### src/rtl/fp32_defs.sv
// FP32 field widths and constants shared by the multiplier datapath and its arbiter front end.
package fp32_defs;

  localparam int FP32_W    = 32;
  localparam int EXP_W     = 8;
  localparam int MAN_W     = 23;
  localparam int FP32_BIAS = 127;

  localparam logic [FP32_W-1:0] FP32_ZERO = 32'h0;

  typedef struct packed {
    logic             sign;
    logic [EXP_W-1:0] expo;
    logic [MAN_W-1:0] man;
  } fp32_t;

endpackage

### src/rtl/Mul.sv
// Combinational FP32 multiplier: truncating, no rounding or special-value handling; zero operand gives +0.
module Mul
  import fp32_defs::*;
(
  input  logic [FP32_W-1:0] a,
  input  logic [FP32_W-1:0] b,
  output logic [FP32_W-1:0] y
);

  localparam int PROD_W = 2 * (MAN_W + 1);
  localparam int HI_W   = MAN_W + 2;

  fp32_t             fa;
  fp32_t             fb;
  logic [PROD_W-1:0] prod;
  logic [HI_W-1:0]   prod_hi;
  logic [EXP_W-1:0]  exp_sum;
  logic [EXP_W-1:0]  exp_n;
  logic [MAN_W-1:0]  man_n;
  logic              zero;

  assign fa = a;
  assign fb = b;

  assign zero    = (a[FP32_W-2:0] == '0) || (b[FP32_W-2:0] == '0);
  assign prod    = PROD_W'({1'b1, fa.man}) * PROD_W'({1'b1, fb.man});
  assign prod_hi = HI_W'(prod >> MAN_W);
  assign exp_sum = fa.expo + fb.expo - EXP_W'(FP32_BIAS);

  Normalizer u_norm (
    .prod_hi (prod_hi),
    .exp_in  (exp_sum),
    .frac    (man_n),
    .expo    (exp_n)
  );

  assign y = zero ? FP32_ZERO : {fa.sign ^ fb.sign, exp_n, man_n};

endmodule

### src/rtl/Normalizer.sv
// Normalizes the top bits of a 24x24 mantissa product: shifts out the hidden bit and bumps the exponent on carry.
module Normalizer
  import fp32_defs::*;
(
  input  logic [MAN_W+1:0] prod_hi,
  input  logic [EXP_W-1:0] exp_in,
  output logic [MAN_W-1:0] frac,
  output logic [EXP_W-1:0] expo
);

  // prod_hi[MAN_W+1] set means the product landed in [2,4): take one bit higher.
  assign frac = prod_hi[MAN_W+1] ? prod_hi[MAN_W:1] : prod_hi[MAN_W-1:0];
  assign expo = exp_in + EXP_W'(prod_hi[MAN_W+1]);

endmodule

### src/rtl/rr_arbiter.sv
// Round-robin arbiter: combinational one-hot grant scanning from ptr, pointer moves past the winner.
module rr_arbiter #(
  parameter int N    = 4,
  parameter int ID_W = $clog2(N)
) (
  input  logic            clk,
  input  logic            rst,
  input  logic [N-1:0]    req,
  input  logic            en,
  output logic [N-1:0]    gnt,
  output logic [ID_W-1:0] gnt_id
);

  logic [ID_W-1:0] ptr;

  always_comb begin
    int unsigned idx;
    logic        found;
    gnt    = '0;
    gnt_id = '0;
    found  = 1'b0;
    idx    = 0;
    for (int unsigned k = 0; k < N; k++) begin
      idx = 32'(ptr) + k;
      if (idx >= N) idx = idx - N;
      if (en && !found && req[idx]) begin
        found    = 1'b1;
        gnt[idx] = 1'b1;
        gnt_id   = ID_W'(idx);
      end
    end
  end

  always_ff @(posedge clk) begin
    if (rst) begin
      ptr <= '0;
    end else if (en && |req) begin
      ptr <= (gnt_id == ID_W'(N - 1)) ? '0 : gnt_id + 1'b1;
    end
  end

endmodule

### src/rtl/mul_share_arbiter.sv
// Shares one combinational FP32 Mul among N requesters: RR grant into an operand stage, then a result stage.
module mul_share_arbiter
  import fp32_defs::*;
#(
  parameter int N    = 4,
  parameter int ID_W = 2
) (
  input  logic                  clk,
  input  logic                  rst,
  input  logic [N-1:0]          req_valid,
  input  logic [N*FP32_W-1:0]   req_a,
  input  logic [N*FP32_W-1:0]   req_b,
  output logic [N-1:0]          req_ready,
  output logic                  resp_valid,
  output logic [FP32_W-1:0]     resp_data,
  output logic [ID_W-1:0]       resp_id,
  input  logic                  resp_ready
);

  logic              s1_valid;
  logic [FP32_W-1:0] s1_a;
  logic [FP32_W-1:0] s1_b;
  logic [ID_W-1:0]   s1_id;

  logic [N-1:0]      gnt;
  logic [ID_W-1:0]   gnt_id;
  logic [FP32_W-1:0] sel_a;
  logic [FP32_W-1:0] sel_b;
  logic [FP32_W-1:0] mul_y;

  logic s2_free;
  logic s1_adv;
  logic s1_free;
  logic grant_en;
  logic accept;

  assign s2_free  = ~resp_valid | resp_ready;
  assign s1_adv   = s1_valid & s2_free;
  assign s1_free  = ~s1_valid | s1_adv;
  // Masking with rst keeps req_ready low and the pointer parked while reset is held.
  assign grant_en = s1_free & ~rst;

  rr_arbiter #(
    .N    (N),
    .ID_W (ID_W)
  ) u_arb (
    .clk    (clk),
    .rst    (rst),
    .req    (req_valid),
    .en     (grant_en),
    .gnt    (gnt),
    .gnt_id (gnt_id)
  );

  assign req_ready = gnt;
  assign accept    = |gnt;

  always_comb begin
    sel_a = '0;
    sel_b = '0;
    for (int unsigned i = 0; i < N; i++) begin
      if (gnt[i]) begin
        sel_a = req_a[i*FP32_W +: FP32_W];
        sel_b = req_b[i*FP32_W +: FP32_W];
      end
    end
  end

  Mul u_mul (
    .a (s1_a),
    .b (s1_b),
    .y (mul_y)
  );

  always_ff @(posedge clk) begin
    if (rst) begin
      s1_valid   <= 1'b0;
      s1_a       <= '0;
      s1_b       <= '0;
      s1_id      <= '0;
      resp_valid <= 1'b0;
      resp_data  <= '0;
      resp_id    <= '0;
    end else begin
      if (s2_free) begin
        resp_valid <= s1_valid;
        if (s1_valid) begin
          resp_data <= mul_y;
          resp_id   <= s1_id;
        end
      end
      if (s1_free) begin
        s1_valid <= accept;
        if (accept) begin
          s1_a  <= sel_a;
          s1_b  <= sel_b;
          s1_id <= gnt_id;
        end
      end
    end
  end

endmodule

### config.mk
export PLATFORM = sky130hd
export DESIGN_NAME = mul_share_arbiter
export DESIGN_NICKNAME = d
export VERILOG_FILES = /design/src/rtl/fp32_defs.sv /design/src/rtl/Mul.sv /design/src/rtl/Normalizer.sv /design/src/rtl/rr_arbiter.sv /design/src/rtl/mul_share_arbiter.sv
export SDC_FILE = /design/constraint.sdc
export NUM_CORES = 2
export LEC_CHECK = 0
export CORE_MARGIN = 2
export CORE_UTILIZATION = 50
export DETAILED_ROUTE_END_ITERATION = 10
export HOLD_SLACK_MARGIN = 0.05
export PLACE_DENSITY = 0.73
export SETUP_SLACK_MARGIN = 0.02
export SLEW_MARGIN = 20
export SYNTH_ARGS = -nofsm -noshare
export SYNTH_HDL_FRONTEND = slang
export SYNTH_SLANG_ARGS = --single-unit
### constraint.sdc
create_clock -name clk -period 19.3 [get_ports clk]
set_input_delay 4.825 -clock clk [delete_from_list [all_inputs] [get_ports clk]]
set_output_delay 4.825 -clock clk [all_outputs]
set_load 0.02 [all_outputs]
==> results.cfg <==
[die]
initial_core_util_pct = 50.8
die_h_um = 227
die_w_um = 227
num_rows = 81
design.core.area_mm2 = 0.0491
dieArea_mm2 = 0.0516
num_io_pins = 302

[grt]
grt_max_degree = 87
grt_busiest_layer = met2
grt_pass1_wl_mm = 128
antenna_found_initial = 3
grt_use_met3_pct = 6.35
use_met2_pct = 55.6
grt_pass1_vias = 23000
grt-ovfl-total = 0
grtUsageTotal_pct = 32.9
use_met1_pct = 39.9

[sta]
post-route-period-util_pct = 68.0
finalSetupViolations = 0
clock_skew_ps = 12.0
tightest_slew_ps = 1040
setup_ws_ps = 6170
slew_headroom_pct = 30.8
clock.fmax_ghz = 0.0762
finalHoldViolations = 0
layout_min_cycle_time_ps = 13130
maxSlewViolCount = 0
fin_tns_setup_ps = 0
rsz0062_at_grt = false

[clocking]
cts_setup_buffers = 0
numClockSinks = 104
post_cts_resized = 0
cts_max_level = 3
clock-root-buffer = clkbuf_16
clock_latency_ps = 370
cts_tree = yes
cts_buffer_depth = 2
cts_made_buffers = 9
clk_pin_slew_ps = 70
hold_buffers = 0

[setup_path]
rr_endpoint = resp_data[30]
worst_ep_arrival_time_ps = 8310
critPathMaxStageDelay_ps = 690
path_max_fanout = 65
crit_slowest_cell = clkdlybuf4s50_1
critPathLaunchType = primary input
reg2reg_setup_slack_ps = 9220
worstSetupStartpoint = req_valid[3]
timing.rr.start = s1_a[8]
worstSetupPathType = primary input to output pin
rr_worst_depth = 35
crit_end = req_ready[2]
worst_setup_path_end_kind = output pin
cp.required_ps = 14480
critical_path.cell_chain = clkdlybuf4s50_1 -> mux4_2 -> a211oi_4 -> and4b_4 -> a221oi_4 -> buf_4 -> clkinv_2 -> buf_4 -> clkdlybuf4s50_1

[cells_and_area]
regArea_mm2 = 0.00209
postLayoutCoreUtil_pct = 58.6
layout_common_cells = inv_1, fa_1, nand2_1
area_growth_pct = 15.4
final_common_cell = inv_1
final_nets = 3888
drive_gt1_share_pct = 8.01
fillerInstances = 4364
multi_input_area_mm2 = 0.0201
final_area_mm2 = 0.0288

[place]
pre_cts_slack_ps = 6180
dpl_cell_area_mm2 = 0.0284
gp_congestion = 0.932
dp_hpwl_mm = 63.3
portBuffers = 301

[yosys]
synth-edff-count = 0
synth.distinct_cells = 70
seq_area_frac_synth_pct = 8.36
netlist_area_mm2 = 0.0249
async_flop_share_pct = 0
synth_ff_type = dfxtp_1
synthCells = 2756
avgSynthCellArea_um2 = 9.04
synth-warning-count = 0
synth_nets = 3691
ys_seq_elements = 104

[route]
ant_nets = 0
drt_iter0_drc = 1530
routedWlPerCell_um = 22.6
via_per_inst = 5.78
vias = 20900
dr.pass1.iters = 6
drc = 0
totalWireLength_mm = 81.9

[job]
maxCapViolCount = 0

[run_status]
status = finished clean

[worst_hold_path]
hold_class = flop to flop
==> flip-flops by register name, indices dropped and copies added, names as in the netlist, named ones only <==
| signal | cells |
|---|---|
| resp_valid | 1 |
| s1_a | 32 |
| s1_b | 32 |
| resp_id | 2 |
| s1_valid | 1 |
| s1_id | 2 |
| resp_data | 32 |
| u_arb.ptr | 1 |
==> worst min-delay path by stage <==
stage	start	endpoint	slack (ps)	cells past startpoint
finish	resp_data[1]	resp_data[1]	480	1
floorplan	s1_id[1]	s1_id[1]	450	2
CTS	resp_data[1]	resp_data[1]	480	1
global route	resp_data[1]	resp_data[1]	510	1
detailed placement	resp_data[1]	resp_data[1]	460	1
global placement	resp_data[1]	resp_data[1]	450	1
==> cells by family (layout without fill, tap and decap cells) <==
kind of cell / Yosys count / after routing / synth area share, %
XOR/XNOR: 34 / 34 / 1.23
buffers and inverters: 700 / 901 / 11.1
AO/OA/AOI/OAI: 321 / 321 / 12.4
other: 0 / 4 / 0
multiplexers: 10 / 10 / 0.557
AND/OR/NAND/NOR: 915 / 915 / 18.1
flip-flops: 104 / 104 / 8.36
adder cells (fa/ha/maj): 672 / 672 / 48.3
==> synth_stat cells (all sizes together), types with 12 or more instances <==
master | instances | area (µm²)
nand4 | 15 | 93.8
xnor2 | 21 | 191
o21ai | 31 | 159
xor2 | 13 | 114
a21oi | 52 | 260
a22oi | 12 | 90.1
and2 | 216 | 1350
nand3 | 16 | 80.1
inv | 527 | 1980
clkbuf | 128 | 480
nor2 | 208 | 781
ha | 190 | 2380
nand2 | 329 | 1230
buf | 43 | 302
nor3 | 73 | 551
dfxtp | 104 | 2080
nor4 | 19 | 140
fa | 482 | 9650
a221oi | 131 | 1760
a21o | 16 | 120
==> critical path: cells and delay by family <==
kind / cells / cell delay (ps)
compound gates: 2 / 420
buf+inv: 5 / 2010
mux: 1 / 640
simple gates: 1 / 350
==> area by class of cell <==
| class | instances | area share [%] |
|---|---|---|
| multi-input combinational | 1952 | 69.9 |
| timing repair buffer | 357 | 11.9 |
| sequential | 104 | 7.25 |
| inverter | 529 | 6.91 |
| tap | 664 | 2.89 |
| clock buffer | 10 | 0.831 |
| clock inverter | 5 | 0.226 |
| antenna | 4 | 0.0348 |
==> per-stage QoR <==
| step | cells | hold WS, ps |
|---|---|---|
| global placement | 3606 | 448 |
| finish | 3625 | 483 |
| floorplan | 2756 | 454 |
| global route | 3624 | 505 |
| detailed placement | 3606 | 464 |
| CTS | 3621 | 482 |
==> layer usage <==
| layer | vias up | wire length [µm] |
|---|---|---|
| li1 | 9073 | - |
| met1 | 10500 | 29600 |
| met2 | 1107 | 40200 |
| met3 | 275 | 7350 |
| met4 | 0 | 4750 |
| met5 | - | 0 |
Power is left out: the tool's default activity adds up to more than one toggle a clock period on the data nets, which glitch-free logic cannot reach.
